===== src/rtl/ex_muldiv.sv =====
// HI/LO multiply/divide unit: single-cycle signed/unsigned multiply and a
// WORD_W-iteration restoring divider, with direct MTHI/MTLO writes and flush.
module ex_muldiv #(
    parameter int WORD_W = 32
) (
    input  logic              clk,
    input  logic              rst,
    input  logic              ex_start,
    input  logic [1:0]        ex_op,
    input  logic [WORD_W-1:0] ex_src1,
    input  logic [WORD_W-1:0] ex_src2,
    input  logic              ex_flush,
    input  logic              ex_whi,
    input  logic              ex_wlo,
    input  logic [WORD_W-1:0] ex_wdata,
    output logic              ex_stall,
    output logic              md_done,
    output logic [WORD_W-1:0] hi,
    output logic [WORD_W-1:0] lo
);

    localparam int CNT_W = $clog2(WORD_W) + 1;

    typedef enum logic [1:0] {IDLE, MUL, DIV, FIX} state_t;

    state_t            state_reg, state_next;
    logic [1:0]        op_reg, op_next;
    logic [WORD_W-1:0] src1_reg, src1_next;
    logic [WORD_W-1:0] src2_reg, src2_next;
    logic [WORD_W-1:0] quot_reg, quot_next;
    logic [WORD_W-1:0] rem_reg, rem_next;
    logic [WORD_W-1:0] hi_reg, hi_next;
    logic [WORD_W-1:0] lo_reg, lo_next;
    logic [CNT_W-1:0]  cnt_reg, cnt_next;
    logic              md_done_reg, md_done_next;

    logic                start_ok;
    logic                is_signed;
    logic                src1_neg, src2_neg, in_neg;
    logic [WORD_W-1:0]   divisor_mag;
    logic [WORD_W-1:0]   dividend_in_mag;
    logic [2*WORD_W-1:0] mul_a, mul_b, product;
    logic [WORD_W:0]     rem_shift, diff;
    logic [WORD_W-1:0]   quot_fix, rem_fix;

    assign start_ok  = ex_start && !ex_flush;
    assign is_signed = ~op_reg[0];
    assign src1_neg  = is_signed & src1_reg[WORD_W-1];
    assign src2_neg  = is_signed & src2_reg[WORD_W-1];
    assign in_neg    = ~ex_op[0] & ex_src1[WORD_W-1];

    assign divisor_mag     = src2_neg ? -src2_reg : src2_reg;
    assign dividend_in_mag = in_neg ? -ex_src1 : ex_src1;

    // Sign-extending to full width lets one unsigned multiplier serve both
    // signed and unsigned products (low 2*WORD_W bits are identical).
    assign mul_a   = {{WORD_W{src1_neg}}, src1_reg};
    assign mul_b   = {{WORD_W{src2_neg}}, src2_reg};
    assign product = mul_a * mul_b;

    // One restoring step: quot_reg shifts the dividend out while collecting
    // quotient bits; diff[WORD_W] set means the trial subtraction borrowed.
    assign rem_shift = {rem_reg, quot_reg[WORD_W-1]};
    assign diff      = rem_shift - {1'b0, divisor_mag};

    assign quot_fix = (src1_neg ^ src2_neg) ? -quot_reg : quot_reg;
    assign rem_fix  = src1_neg ? -rem_reg : rem_reg;

    always_comb begin
        state_next   = state_reg;
        op_next      = op_reg;
        src1_next    = src1_reg;
        src2_next    = src2_reg;
        quot_next    = quot_reg;
        rem_next     = rem_reg;
        hi_next      = hi_reg;
        lo_next      = lo_reg;
        cnt_next     = cnt_reg;
        md_done_next = 1'b0;

        case (state_reg)
            IDLE: begin
                if (ex_whi) hi_next = ex_wdata;
                if (ex_wlo) lo_next = ex_wdata;
                if (start_ok) begin
                    op_next    = ex_op;
                    src1_next  = ex_src1;
                    src2_next  = ex_src2;
                    quot_next  = dividend_in_mag;
                    rem_next   = '0;
                    cnt_next   = '0;
                    state_next = ex_op[1] ? DIV : MUL;
                end
            end
            MUL: begin
                {hi_next, lo_next} = product;
                md_done_next       = 1'b1;
                state_next         = IDLE;
            end
            DIV: begin
                if (!diff[WORD_W]) begin
                    rem_next  = diff[WORD_W-1:0];
                    quot_next = {quot_reg[WORD_W-2:0], 1'b1};
                end else begin
                    rem_next  = rem_shift[WORD_W-1:0];
                    quot_next = {quot_reg[WORD_W-2:0], 1'b0};
                end
                cnt_next = cnt_reg + 1'b1;
                if (cnt_reg == CNT_W'(WORD_W - 1)) state_next = FIX;
            end
            FIX: begin
                if (src2_reg == '0) begin
                    lo_next = '1;
                    hi_next = src1_reg;
                end else begin
                    lo_next = quot_fix;
                    hi_next = rem_fix;
                end
                md_done_next = 1'b1;
                state_next   = IDLE;
            end
            default: state_next = IDLE;
        endcase

        // Flush wins over everything: abort and leave HI/LO untouched.
        if (ex_flush) begin
            state_next   = IDLE;
            hi_next      = hi_reg;
            lo_next      = lo_reg;
            md_done_next = 1'b0;
        end
    end

    always_ff @(posedge clk or negedge rst) begin
        if (!rst) begin
            state_reg   <= IDLE;
            op_reg      <= '0;
            src1_reg    <= '0;
            src2_reg    <= '0;
            quot_reg    <= '0;
            rem_reg     <= '0;
            hi_reg      <= '0;
            lo_reg      <= '0;
            cnt_reg     <= '0;
            md_done_reg <= 1'b0;
        end else begin
            state_reg   <= state_next;
            op_reg      <= op_next;
            src1_reg    <= src1_next;
            src2_reg    <= src2_next;
            quot_reg    <= quot_next;
            rem_reg     <= rem_next;
            hi_reg      <= hi_next;
            lo_reg      <= lo_next;
            cnt_reg     <= cnt_next;
            md_done_reg <= md_done_next;
        end
    end

    assign ex_stall = rst && ((state_reg != IDLE) || start_ok);
    assign md_done  = md_done_reg;
    assign hi       = hi_reg;
    assign lo       = lo_reg;

endmodule

===== config.mk =====
export PLATFORM = sky130hd
export DESIGN_NAME = ex_muldiv
export DESIGN_NICKNAME = d
export VERILOG_FILES = /design/src/rtl/ex_muldiv.sv
export SDC_FILE = /design/constraint.sdc
export NUM_CORES = 2
export LEC_CHECK = 0
export CAP_MARGIN = 0
export CORE_MARGIN = 10
export CORE_UTILIZATION = 50
export DETAILED_ROUTE_END_ITERATION = 12
export MAX_ROUTING_LAYER = met4
export PLACE_DENSITY = 0.75
export SYNTH_ARGS = -nofsm -noshare
export SYNTH_HDL_FRONTEND = slang
export SYNTH_SLANG_ARGS = --single-unit

===== constraint.sdc =====
create_clock -name clk -period 11.1 [get_ports clk]
set_input_delay 2.22 -clock clk [delete_from_list [all_inputs] [get_ports clk]]
set_output_delay 2.22 -clock clk [all_outputs]
set_load 0.1 [all_outputs]

# Word level (Yosys, flattened, before mapping)

Index checks and enable logic that the tools add are counted.

Register bits after elaboration: 202
Input bits: 104
Output and inout port bits: 66
Word-level logic and storage cells: 73

Add/subtract/negate cells: 6
$mul: 1
Equal/unequal tests: 9
Multiplexer cells: 25
Bitwise logic cells: 7
Reduce and logical (&&, ||, !) cells: 15

Operator list:

| cell                | count |
|---|---|
| $mux 32             | 11 |
| $pmux 32 s3         | 2 |
| $neg 32->32         | 4 |
| $pmux 32 s2         | 2 |
| $mul 33x33->64      | 1 |
| $sub 33x32->33      | 1 |
| $logic_not 32->1    | 1 |
| $pmux 6 s2          | 1 |
| $mux 2              | 4 |
| $add 6x1->6 const B | 1 |
| $eq 6x5->1 const B  | 1 |
| $mux 6              | 1 |
| $ne 2x2->1 const B  | 3 |
| $ne 3x3->1 const B  | 2 |
| $pmux 2 s3          | 1 |
| $reduce_and 2->1    | 3 |
| $reduce_and 3->1    | 2 |
| $eq 2x2->1 const B  | 2 |
| $reduce_bool 2->1   | 2 |
| $and 1x1->1         | 3 |
| $mux 1              | 3 |
| $not 1->1           | 3 |
| $reduce_bool 3->1   | 1 |
| $eq 2x1->1 const B  | 1 |
| other kinds (6)     | 7 |

# Logic depth before layout (Yosys ltp)

Depth after elaboration: 6
Gate-level depth with buffers: 33

# Worst setup path after synthesis

No wires, ideal clock.

Path kind: register to register
Start point: register src1_reg[31]
End point: register hi_reg[30], in the netlist hi[30]
Library setup time: 0.133 ns
Arrival: 8.543 ns
Slack: 2.423 ns
Stages on the path, launching flop included: 32
Path buffers: 4
Clock period less this slack: 8.677 ns
Cells stage by stage: dfrtp_1 clkbuf_1 nor2b_1 clkbuf_1 clkbuf_1 nand2_1 inv_1 fa_1 inv_1 fa_1 inv_1 fa_1 fa_1 inv_1 fa_1 inv_1 fa_1 inv_1 fa_1 fa_1 inv_1 ha_1 clkbuf_1 a21o_1 a21o_1 a21oi_1 o21ai_0 nor3_2 o21ai_0 xor2_1 a2111oi_0 nor2_1

Longest elaborated chain between the ends: 4
Elaborated cells on any way between the ends: 5

Ends and longest elaborated chain:

| element                                                | RTL line | source |
|---|---|---|
| start, declared                                        | 28       | `logic [WORD_W-1:0] src1_reg, src1_next;` |
| start signal, assigned                                 | 149      | `src1_reg <= src1_next;` |
| branches (longest 3 deep; another with $mul 33x33->64) | -        |  |
| $pmux 32 s3 (*)                                        | 81       | `case (state_reg)` |
| end signal, assigned                                   | 153      | `hi_reg <= hi_next;` |
| end, declared                                          | 32       | `logic [WORD_W-1:0] hi_reg, hi_next;` |

Every way passes the cells marked *.
A chain may end at the register's enable or synchronous reset.

# Worst setup path in the final report

Start point: register op_reg[0]
End point: register hi_reg[28], in the netlist hi[28]

Longest elaborated chain between the ends: 5
Elaborated cells on any way between the ends: 7

Ends and longest elaborated chain:

| element                                                | RTL line | source |
|---|---|---|
| start, declared                                        | 27       | `logic [1:0] op_reg, op_next;` |
| start signal, assigned                                 | 148      | `op_reg <= op_next;` |
| $not 1->1 (*)                                          | 47       | `assign is_signed = ~op_reg[0];` |
| branches (longest 3 deep; another with $mul 33x33->64) | -        |  |
| $pmux 32 s3 (*)                                        | 81       |  |

Marked as above.

==> summary.md <==
| Metric | Value |
|---|---|
| Crit path largest cell delay | `0.89 ns` |
| Most common cell after layout, fill and taps aside | `inv_1` |
| Worst-skew pair later-pin latency | `approximately 0.57 ns` |
| Setup TNS | `0 ns` |
| Fill cell count | `between 9k and 10k` |
| Share of post-route cells with drive strength above 1 | `0.0310` |
| Die Area | `roughly 0.12 sq mm` |
| Slew headroom | `0.133` |
| Vias per cell | `5.72` |
| Drt total wl | `156 mm` |
| Sink Count | `202` |
| Top cell type's share of synthesized area | `0.439` |
| Synthesized flop and latch total | `just over 200` |
| Total congestion overflow | `0` |
| Vias | `just over 40k` |
| Clk pin slew, worst setup/hold paths | `0.07 ns` |
| RePlAce Congestion | `1.00` |
| Synth Area in Compound Gates | `0.0825` |
| Seq/Total Area, Yosys | `0.0985` |
| Worst setup path category | `reg -> reg` |
| Most used cell, CP | `fa_1` |
| Crit Path Max Fanout | `28` |
| Area grow syn2layout | `6.86%` |
| Synth Area in XOR/XNOR | `0.0374` |
| Final Slew Violations | `0` |
| CP endpoint kind | `flop` |
| Cell Rows | `around 120` |
| Post-Synth Simple-Gate Area | `0.163` |
| Die Wd | `around 340 um` |
| Synth Flop Type | `dfrtp_1` |
| Io pins | `170` |
| Starting Density | `0.504` |
| Status | `completed` |
| Post_cts resized | `0` |
| Post-layout instance area | `0.0549 sq mm` |
| Post-synth ARST share | `1.00` |
| WP data arrival | `10.07 ns` |
| Initial DRT Pass Iterations | `6` |
| Initial antenna violation count | `13` |
| Synthesis warning total | `0` |
| Placed Area | `0.0541 sq mm` |
| Min-Delay Path Class | `reg -> reg` |
| Antenna Nets Post-Route | `0` |
| Yosys cell types | `a little under 80` |
| Post-CTS setup buffers | `0` |
| PortBufs | `about 170` |
| CTS Buffer Depth | `3` |
| Slew at the pin with the worst max-slew slack | `approximately 1.3 ns` |
| Crit path launch type | `flop` |
| Post-synth top area cell | `fa_1` |
| Commonest non-fill, non-tap cells in the layout | `inv_1 (1154), fa_1 (1126), nand2_1 (1051), and2_1 (368), ha_1 (249)` |
| CTS Root Cell | `clkbuf_16` |
| CTS tree | `built` |
| Largest family of logic cells by synthesized area | `adder cells` |
| Final period util | `0.868` |
| RSZ-0062 raised after global routing | `no` |
| Max Cap Viol | `0` |
| Slowest cell on crit path | `fa_1` |
| Setup violators final | `0` |
| Syn nets | `between 7k and 8k` |
| Vias in the first global route | `approximately 44k` |
| Min Tclk post-route | `9.64 ns` |
| Hold Buf Count CTS | `0` |
| Max Clk Rate | `0.104 GHz` |
| Aggregate global-route resource usage | `0.279` |
| Iter 0 DRT Violations | `3832` |
| Layout Nets | `7265` |
| Final hold violation count | `0` |
| Number of synthesized flops with an enable pin | `0` |
| Synth Area in Adders | `0.500` |
| Max H-tree Level | `1` |
| Synthesized area | `0.0513 sq mm` |
| Post-DP HPWL | `125 mm` |
| Required @ worst endpoint | `11.54 ns` |
| Mapped Cells | `5871` |
| Top post-synthesis cells by area | `fa_1 (44%), dfrtp_1 (9.8%), inv_1 (8.4%)` |
| Core Area | `0.102 sq mm` |
| Mux share of post-synthesis cell area | `0.00556` |
| WL/cell | `21.7 um` |
| First-pass GRT wire length | `roughly 250 mm` |
| Clk_skew | `0.0263 ns` |
| Die height | `340 um` |
| Pin count of the biggest net entering global routing | `96` |
| Avg Cell Area, Syn | `approximately 9 sq um` |
| CTS Buf Count | `23` |
| DRC | `0` |
## worst max-delay path: cells and delay by family, from the launching register on
| kind | cells | cell delay (ns) |
|---|---|---|
| AO/OA/AOI/OAI | 3 | 1.09 |
| XOR/XNOR | 1 | 0.14 |
| adder cells (fa/ha/maj) | 9 | 4.70 |
| buffers and inverters | 8 | 1.27 |
| flip-flops | 1 | 0.36 |
| AND/OR/NAND/NOR | 7 | 1.91 |
## metrics by stage
step | hold slack, ns | util | worst slack [ns] | std cells
after floorplan | 0.449 | - | 2.42 | 5871
after global routing | 0.512 | 0.538 | 0.927 | 7179
after detailed placement | 0.471 | 0.531 | 1.60 | 7129
after CTS | 0.485 | 0.538 | 1.54 | 7171
after global placement | 0.464 | 0.531 | 1.86 | 7129
final | 0.485 | 0.538 | 1.46 | 7180
## metal layers
layer,wire length [um],part of all wire,global-route usage,up-vias
li1,-,-,-,17500
met1,59200,0.38,0.351,21100
met2,75400,0.48,0.453,2018
met3,13200,0.085,0.0384,471
met4,7910,0.051,0.119,0
met5,0,0,-,-
## synth_stat cells (all sizes together) (23+ instances only)
master / count
inv: 1154
fa: 1126
nand2: 1052
and2: 368
clkbuf: 328
ha: 249
o21ai: 211
dfrtp: 202
nor2: 196
a21oi: 165
xnor2: 133
xor2: 86
buf: 48
a21o: 46
a31oi: 39
nor2b: 39
nor3: 38
a22oi: 36
nand3: 36
mux2i: 24
nand2b: 23
## worst paths after layout
path / depth (start not counted) / to / start / slack [ns]
min in group asynchronous: 1 / rem_reg[30]$_DFFE_PN0P_ / rst / 1.72
setup reg to reg: 28 / hi[28]$_DFFE_PN0P_ / op_reg[0]$_DFFE_PN0P_ / 1.46
hold reg to reg: 2 / lo[1]$_DFFE_PN0P_ / lo[1]$_DFFE_PN0P_ / 0.48
setup / recovery: 28 / hi[28]$_DFFE_PN0P_ / op_reg[0]$_DFFE_PN0P_ / 1.46
max in group asynchronous: 2 / rem_reg[7]$_DFFE_PN0P_ / rst / 7.96
hold / removal: 2 / lo[1]$_DFFE_PN0P_ / lo[1]$_DFFE_PN0P_ / 0.48
## logic make-up after synthesis
kind of cell | Yosys count
AND/OR/NAND/NOR | 1841
buffers and inverters | 1531
adder cells (fa/ha/maj) | 1375
AO/OA/AOI/OAI | 675
XOR/XNOR | 219
flip-flops | 202
multiplexers | 28
## final cells by class
type	instances	area [sq um]	area share
multi-input cells	4138	40500	0.739
flip-flops and latches	202	5060	0.0922
inverters	1155	4340	0.0790
repair buffers	266	2420	0.0442
well taps	1368	1710	0.0312
clock buffers	32	669	0.0122
clock inverters	10	116	0.00212
diodes	9	22.5	0.000410
Power is not shown: default switching activity piles up to over one toggle a cycle in this logic, so the estimate is an artifact.
